$ cat config.mk
export PLATFORM = sky130hd
export DESIGN_NAME = rr_grant_arbiter_flat
export DESIGN_NICKNAME = d
export VERILOG_FILES = /design/src/rtl/rr_grant_arbiter_if.sv /design/src/rtl/rr_grant_arbiter.sv /design/src/flat_wrapper.sv
export SDC_FILE = /design/constraint.sdc
export NUM_CORES = 1
export LEC_CHECK = 0
export CAP_MARGIN = 0
export CORE_MARGIN = 8
export CORE_UTILIZATION = 35
export CTS_CLUSTER_DIAMETER = 120
export DETAILED_ROUTE_END_ITERATION = 8
export HOLD_SLACK_MARGIN = 0.06
export SYNTH_ARGS = -nofsm -noshare
export SYNTH_HDL_FRONTEND = slang
export SYNTH_SLANG_ARGS = --single-unit
$ cat constraint.sdc
create_clock -name clk -period 4.45 [get_ports clk]
set_input_delay 0.6675 -clock clk [delete_from_list [all_inputs] [get_ports clk]]
set_output_delay 0.6675 -clock clk [all_outputs]
set_load 0.01 [all_outputs]
$ cat src/rtl/rr_grant_arbiter_if.sv
// Requester <-> arbiter handshake bundle for rr_grant_arbiter.
// master: requester side (drives req). slave: arbiter side (drives grant info).
interface rr_grant_arbiter_if #(
  parameter int N = 4
);
  localparam int IDW = $clog2(N);

  logic [N-1:0]   req;
  logic [N-1:0]   grant;
  logic           grant_valid;
  logic [IDW-1:0] grant_id;
  logic           timeout_pulse;

  modport master (output req, input grant, grant_valid, grant_id, timeout_pulse);
  modport slave  (input req, output grant, grant_valid, grant_id, timeout_pulse);
endinterface

$ cat src/rtl/rr_grant_arbiter.sv
// Round-robin, hold-until-release arbiter for one shared resource.
// Optional feature: define ARB_TIMEOUT_EN to force-release an owner that holds
// the grant for MAX_HOLD cycles (timeout_pulse marks the forced handoff).
module rr_grant_arbiter #(
  parameter int N        = 4,
  parameter int IDW      = $clog2(N),
  parameter int MAX_HOLD = 16
) (
  input  logic           clk,
  input  logic           rst_n,
  rr_grant_arbiter_if.slave bus
);
  localparam int CW = $clog2(MAX_HOLD + 1);

  typedef enum logic {IDLE, OWNED} state_t;

  state_t         r_state;
  logic [IDW-1:0] r_last;
  logic [N-1:0]   r_grant;
  logic           r_valid;
  logic [IDW-1:0] r_id;
  logic [CW-1:0]  r_cnt;
  logic           r_tpulse;

  logic           w_found;
  logic [IDW-1:0] w_win;

  // Cyclic search starting just after the last winner. While OWNED, r_last is
  // the owner, so the owner itself is examined last: it only wins again when
  // nobody else is requesting (used by the timeout re-grant).
  always_comb begin
    w_found = 1'b0;
    w_win   = '0;
    for (int i = 1; i <= N; i++) begin
      if (!w_found && bus.req[(int'(r_last) + i) % N]) begin
        w_found = 1'b1;
        w_win   = IDW'((int'(r_last) + i) % N);
      end
    end
  end

  // Arbitration FSM with registered grant outputs.
  always_ff @(posedge clk) begin
    if (!rst_n) begin
      r_state  <= IDLE;
      r_last   <= IDW'(N - 1);
      r_grant  <= '0;
      r_valid  <= 1'b0;
      r_id     <= '0;
      r_cnt    <= '0;
      r_tpulse <= 1'b0;
    end else begin
      r_tpulse <= 1'b0;
      case (r_state)
        IDLE: begin
          if (w_found) begin
            r_state <= OWNED;
            r_last  <= w_win;
            r_grant <= N'(1) << w_win;
            r_valid <= 1'b1;
            r_id    <= w_win;
            r_cnt   <= '0;
          end
        end
        OWNED: begin
          if (!bus.req[r_id]) begin
            // Voluntary release: hand off directly, or fall back to idle.
            if (w_found) begin
              r_last  <= w_win;
              r_grant <= N'(1) << w_win;
              r_id    <= w_win;
              r_cnt   <= '0;
            end else begin
              r_state <= IDLE;
              r_grant <= '0;
              r_valid <= 1'b0;
              r_id    <= '0;
              r_cnt   <= '0;
            end
          end
`ifdef ARB_TIMEOUT_EN
          else if (r_cnt == CW'(MAX_HOLD - 1)) begin
            // Forced release; owner is still requesting so w_found is set
            // (possibly the owner itself when nobody else waits).
            r_tpulse <= 1'b1;
            r_last   <= w_win;
            r_grant  <= N'(1) << w_win;
            r_id     <= w_win;
            r_cnt    <= '0;
          end
`endif
          else if (r_cnt < CW'(MAX_HOLD)) begin
            r_cnt <= r_cnt + 1'b1;
          end
        end
        default: r_state <= IDLE;
      endcase
    end
  end

  assign bus.grant         = r_grant;
  assign bus.grant_valid   = r_valid;
  assign bus.grant_id      = r_id;
  assign bus.timeout_pulse = r_tpulse;

endmodule
$ cat src/flat_wrapper.sv
// flat-port wrapper written by rule: the top's interface ports become plain ports
module rr_grant_arbiter_flat 
#(
  parameter int N        = 4,
  parameter int IDW      = $clog2(N),
  parameter int MAX_HOLD = 16
)
  (clk, rst_n, bus_req, bus_grant, bus_grant_valid, bus_grant_id, bus_timeout_pulse);
  rr_grant_arbiter_if #(.N(N)) bus_i ();
  input  logic clk;
  input  logic rst_n;
  input wire logic [$bits(bus_i.req)-1:0] bus_req;
  output wire logic [$bits(bus_i.grant)-1:0] bus_grant;
  output wire logic [$bits(bus_i.grant_valid)-1:0] bus_grant_valid;
  output wire logic [$bits(bus_i.grant_id)-1:0] bus_grant_id;
  output wire logic [$bits(bus_i.timeout_pulse)-1:0] bus_timeout_pulse;
  assign bus_i.req = bus_req;
  assign bus_grant = bus_i.grant;
  assign bus_grant_valid = bus_i.grant_valid;
  assign bus_grant_id = bus_i.grant_id;
  assign bus_timeout_pulse = bus_i.timeout_pulse;
  rr_grant_arbiter #(.N(N), .IDW(IDW), .MAX_HOLD(MAX_HOLD)) u_core (.clk(clk), .rst_n(rst_n), .bus(bus_i));
endmodule
# Yosys cells after proc, flatten, opt, wreduce, memory -nomap -nowiden
# Cells that the tools add are included.
# totals
input_bits,6
output_inout_bits,8
ff_bits,10
# classes
order_cmp,5
addsub,4
n_mux,40
reduce_logical,12
n_bitwise,5
eq_ne,3
shift,1
# op_table
cell,count
$mux W1,18
$mux W2,9
$lt A3 B4 Y1 const B,4
$mux W4,3
$bmux W1 S2,5
$pmux W2 S2,2
$pmux W4 S2,1
$reduce_or A2 Y1,4
$add A2 B1 Y2 const B,2
$add A2 B2 Y2 const B,2
$and A1 B1 Y1 const A,4
$ne A2 B2 Y1 const B,2
$pmux W1 S2,2
$shl A1 B2 Y4 const A,1
$logic_and A1 B1 Y1,3
$logic_not A1 Y1,3
$lt A2 B3 Y1 const B,1
$reduce_and A3 Y1,1
$ne A2 B1 Y1 const B,1
$reduce_and A2 Y1,1
$not A1 Y1,1

# Depth between registers and ports, before layout
# depth
word_depth,20
ltp_mapped,4

# Worst setup path after synthesis
# Ideal clock, no wire load.
# synth_timing
kind,input to register
start,in bus_req[3]
end,"reg u_core.r_grant[1], in the netlist u_core.bus.grant[1]"
arrival_ns,1.729
setup_ns,0.117
stages,4
setup_slack_ns,2.604
path_buffers,0
cell_sequence,or4_4 > and2_4 > nor2b_4 > a32o_2
# synth_via
elab_chain_len,17
# synth_rtl
element,line_no,text
from (decl),flat_wrapper.sv:12,input wire logic [$bits(bus_i.req)-1:0] bus_req;
$bmux W1 S2,rr_grant_arbiter.sv:35,if (!w_found && bus.req[(int'(r_last) + i) % N]) begin
$mux W1 (not written as such) (2 in a row),rr_grant_arbiter.sv:35,
$mux W1,rr_grant_arbiter.sv:35,
$logic_not A1 Y1,rr_grant_arbiter.sv:35,
$logic_and A1 B1 Y1,rr_grant_arbiter.sv:35,
$mux W1,rr_grant_arbiter.sv:35,
$logic_not A1 Y1,rr_grant_arbiter.sv:35,
$logic_and A1 B1 Y1,rr_grant_arbiter.sv:35,
$mux W1,rr_grant_arbiter.sv:35,
$logic_not A1 Y1,rr_grant_arbiter.sv:35,
$logic_and A1 B1 Y1,rr_grant_arbiter.sv:35,
$mux W2,rr_grant_arbiter.sv:35,
$shl A1 B2 Y4,"rr_grant_arbiter.sv:59, rr_grant_arbiter.sv:70",
$mux W4,rr_grant_arbiter.sv:68,if (w_found) begin
$mux W4,rr_grant_arbiter.sv:66,if (!bus.req[r_id]) begin
$pmux W4 S2,rr_grant_arbiter.sv:54,case (r_state)
to (signal assigned),rr_grant_arbiter.sv:59,r_grant <= N'(1) << w_win;
to (signal assigned),rr_grant_arbiter.sv:70,r_grant <= N'(1) << w_win;
to (decl),rr_grant_arbiter.sv:19,logic [N-1:0] r_grant;
# Parallel ways exist; a longest one is shown, timed or not. The select of a mux whose other input is x is not followed.
# A chain may end at the register's enable or synchronous reset.

# Worst setup path in the final report
# layout_timing
start,in bus_req[3]
end,"reg u_core.r_grant[0], in the netlist u_core.bus.grant[0]"
# Same word-level chain as after synthesis.

==> metrics.txt <==
status finished, final reports clean; Vias approximately 450; die width approximately 54 um; Peak VDD IR 0.1924 mV; DRC errors left 0; hold bufs inserted after CTS 0; biggest area consumer among synthesized cells dfxtp_1; synthesized area 515.5 um2; Post-synth EDFFs 0; M1 WL roughly 550 um; Max Clock Skew roughly 0.0044 ns; worst-path fanout max 7; Startpoint Class primary input; Post-synth top cells dfxtp_1, nand2b_1, nand2_1, nor2_1, o211ai_1; Tcrit/Tclk final 0.4864; setup TNS 0 ns; Finished Cell Area 684.4 um2; #FFs+latches synth 10; PwrDens 383.4 mW/mm2; Global Route Usage Sum 0.08660; first-pass GRT wire length about 1900 um; metal2 WL between 400 and 500 um; Final Max Slew Viols 0; RD Place Congestion approximately 0.74; WL/cell between 10 and 15 um; initial antenna violation count 0; RR Startpoint u_core.bus.grant_id[1]$_SDFFE_PN0P_; share of cells above drive strength 1 0.1471; Ys Warns 0; r2r worst-path depth 4; Antenna Nets Post-Route 0; nets 75; Post-synth ARST share 0; min-delay worst type reg2reg; Max Freq about 460 MHz; Worst Path Arrival roughly 2.3 ns; chip height around 54 um; Avg Cell Area, Syn 9.726 um2; violation count after the first detailed-routing iteration 3; RR Endpoint u_core.bus.grant[3]$_SDFFE_PN0P_; I/O pin cnt 14; Clock Latency Late Sink ~0.27 ns; Sequential cell area 200.2 um2; RSZ-0062 raised after global routing no; root buf cell clkbuf_4; Antenna Diode Count 0; placed instance area 648.1 um2; Fin Hold WS 0.4571 ns; post-CTS setup buffers 0; Post-synth top flop dfxtp_1; placement row count 14; flop2flop setup slack between 2 and 3 ns; DR WL met3 91 um; min-delay src u_core.bus.grant[2]$_SDFFE_PN0P_; filler cell count 151; htree depth 1; gr ovfl total 0; core area 0.001436 mm2; total power 0.2624 mW; TritonRoute pass-1 iters 3; total routed wirelength roughly 1100 um; largest cells by area after synthesis dfxtp_1, nand2b_1, a32o_2, o211ai_1, mux2i_1; Clock Sinks 10; CP endpoint kind register; clock-pin slew on the worst setup and hold paths around 0.070 ns; post-synth top area share 0.3883; sequential cell area fraction in the yosys report 0.3883; Leak 0.2522 nW; area added between synthesis and finish 32.77%; pre-CTS setup slack around 2.0 ns; port bufs 12; critical setup path kind in2reg; clock period minus worst slack 2.165 ns; final hold vios 0; post-cts gate resize count 0; Crit path required time approximately 4.6 ns; Max Root-Sink Buffers 2; die area between 0.002 and 0.003 mm2; Vias/cell between 5 and 6; Top Layer Used met4; Endpoint, Worst Hold u_core.bus.grant[2]$_SDFFE_PN0P_; Syn Nets 59; post-synth cell types 27; Initial Util 0.3589; hold depth 2; CTS tree yes; largest net degree at the start of global routing 8; setup slack after layout approximately 2.3 ns; most frequent cell after synthesis dfxtp_1; cells after synthesis 53; Max Cap Violations 0; endpoints failing setup 0; HPWL Detailed 848.9 um; vias in the first global route about 440; area of the multi-input gates between 300 and 400 um2; CTS Buf Count 3
[worst max-delay path by stage]
stage / startpoint / endpoint / slack, ns
6_report: bus_req[3] / u_core.bus.grant[0]$_SDFFE_PN0P_ / 2.29
5_1_grt: bus_req[3] / u_core.bus.grant[0]$_SDFFE_PN0P_ / 2.22
4_1_cts: bus_req[3] / u_core.bus.grant[0]$_SDFFE_PN0P_ / 2.28
3_5_place_dp: bus_req[3] / u_core.bus.grant[0]$_SDFFE_PN0P_ / 2.01
3_3_place_gp: bus_req[3] / u_core.bus.grant[1]$_SDFFE_PN0P_ / 2.02
2_1_floorplan: bus_req[3] / u_core.bus.grant[1]$_SDFFE_PN0P_ / 2.60
[report_power, final]
part           switching, mW  internal (mW)
Clock                 0.0315         0.0497
Combinational         0.0337         0.0383
Sequential           0.00828          0.101
[worst max-delay path, cell delays in order]
cell and delay, ns:
clkdlybuf4s50_1 0.51, or4_4 0.58, and2_4 0.18, nor2b_4 0.12
a32o_2 0.26
[flip-flops by register name, summed over array words and instances, names as in the netlist]
register	flops
u_core.bus.grant	4
u_core.bus.grant_id	2
u_core.bus.grant_valid	1
u_core.r_last	2
u_core.r_state	1
[placed cells by master, fill, tap and decap left out, types with 3 or more instances in the layout]
master,n
clkdlybuf4s50_1,12
dfxtp_1,10
nand2b_1,4
o211ai_1,3
nor2_1,3
nand2_1,3
clkbuf_4,3
[routing by layer]
layer	global-route usage	up-vias
met2	0.1202	13
li1	-	237
met4	0.04918	0
met5	0	-
met1	0.1099	197
met3	0.03533	6
[cells by family after synthesis]
| kind of cell | after synthesis | synth area share |
|---|---|---|
| compound gates | 18 | 0.3058 |
| mux | 2 | 0.03884 |
| flops | 10 | 0.3883 |
| buf+inv | 3 | 0.02914 |
| simple gates | 19 | 0.2306 |
| other cells | 1 | 0.007275 |
[through the flow]
stage / cells / util
2_1_floorplan: 53 / -
3_3_place_gp: 80 / 0.4512
3_5_place_dp: 80 / 0.4512
4_1_cts: 84 / 0.4765
5_1_grt: 84 / 0.4765
6_report: 84 / 0.4765
[layout make-up]
class / instances / share of cell area
Multi-Input combinational cell: 40 / 0.4388
Sequential cell: 10 / 0.2925
Timing Repair Buffer: 12 / 0.1755
Clock buffer: 4 / 0.05302
Tap cell: 16 / 0.02925
Inverter: 2 / 0.01097
No activity file was read; power rests on OpenSTA's default activity.
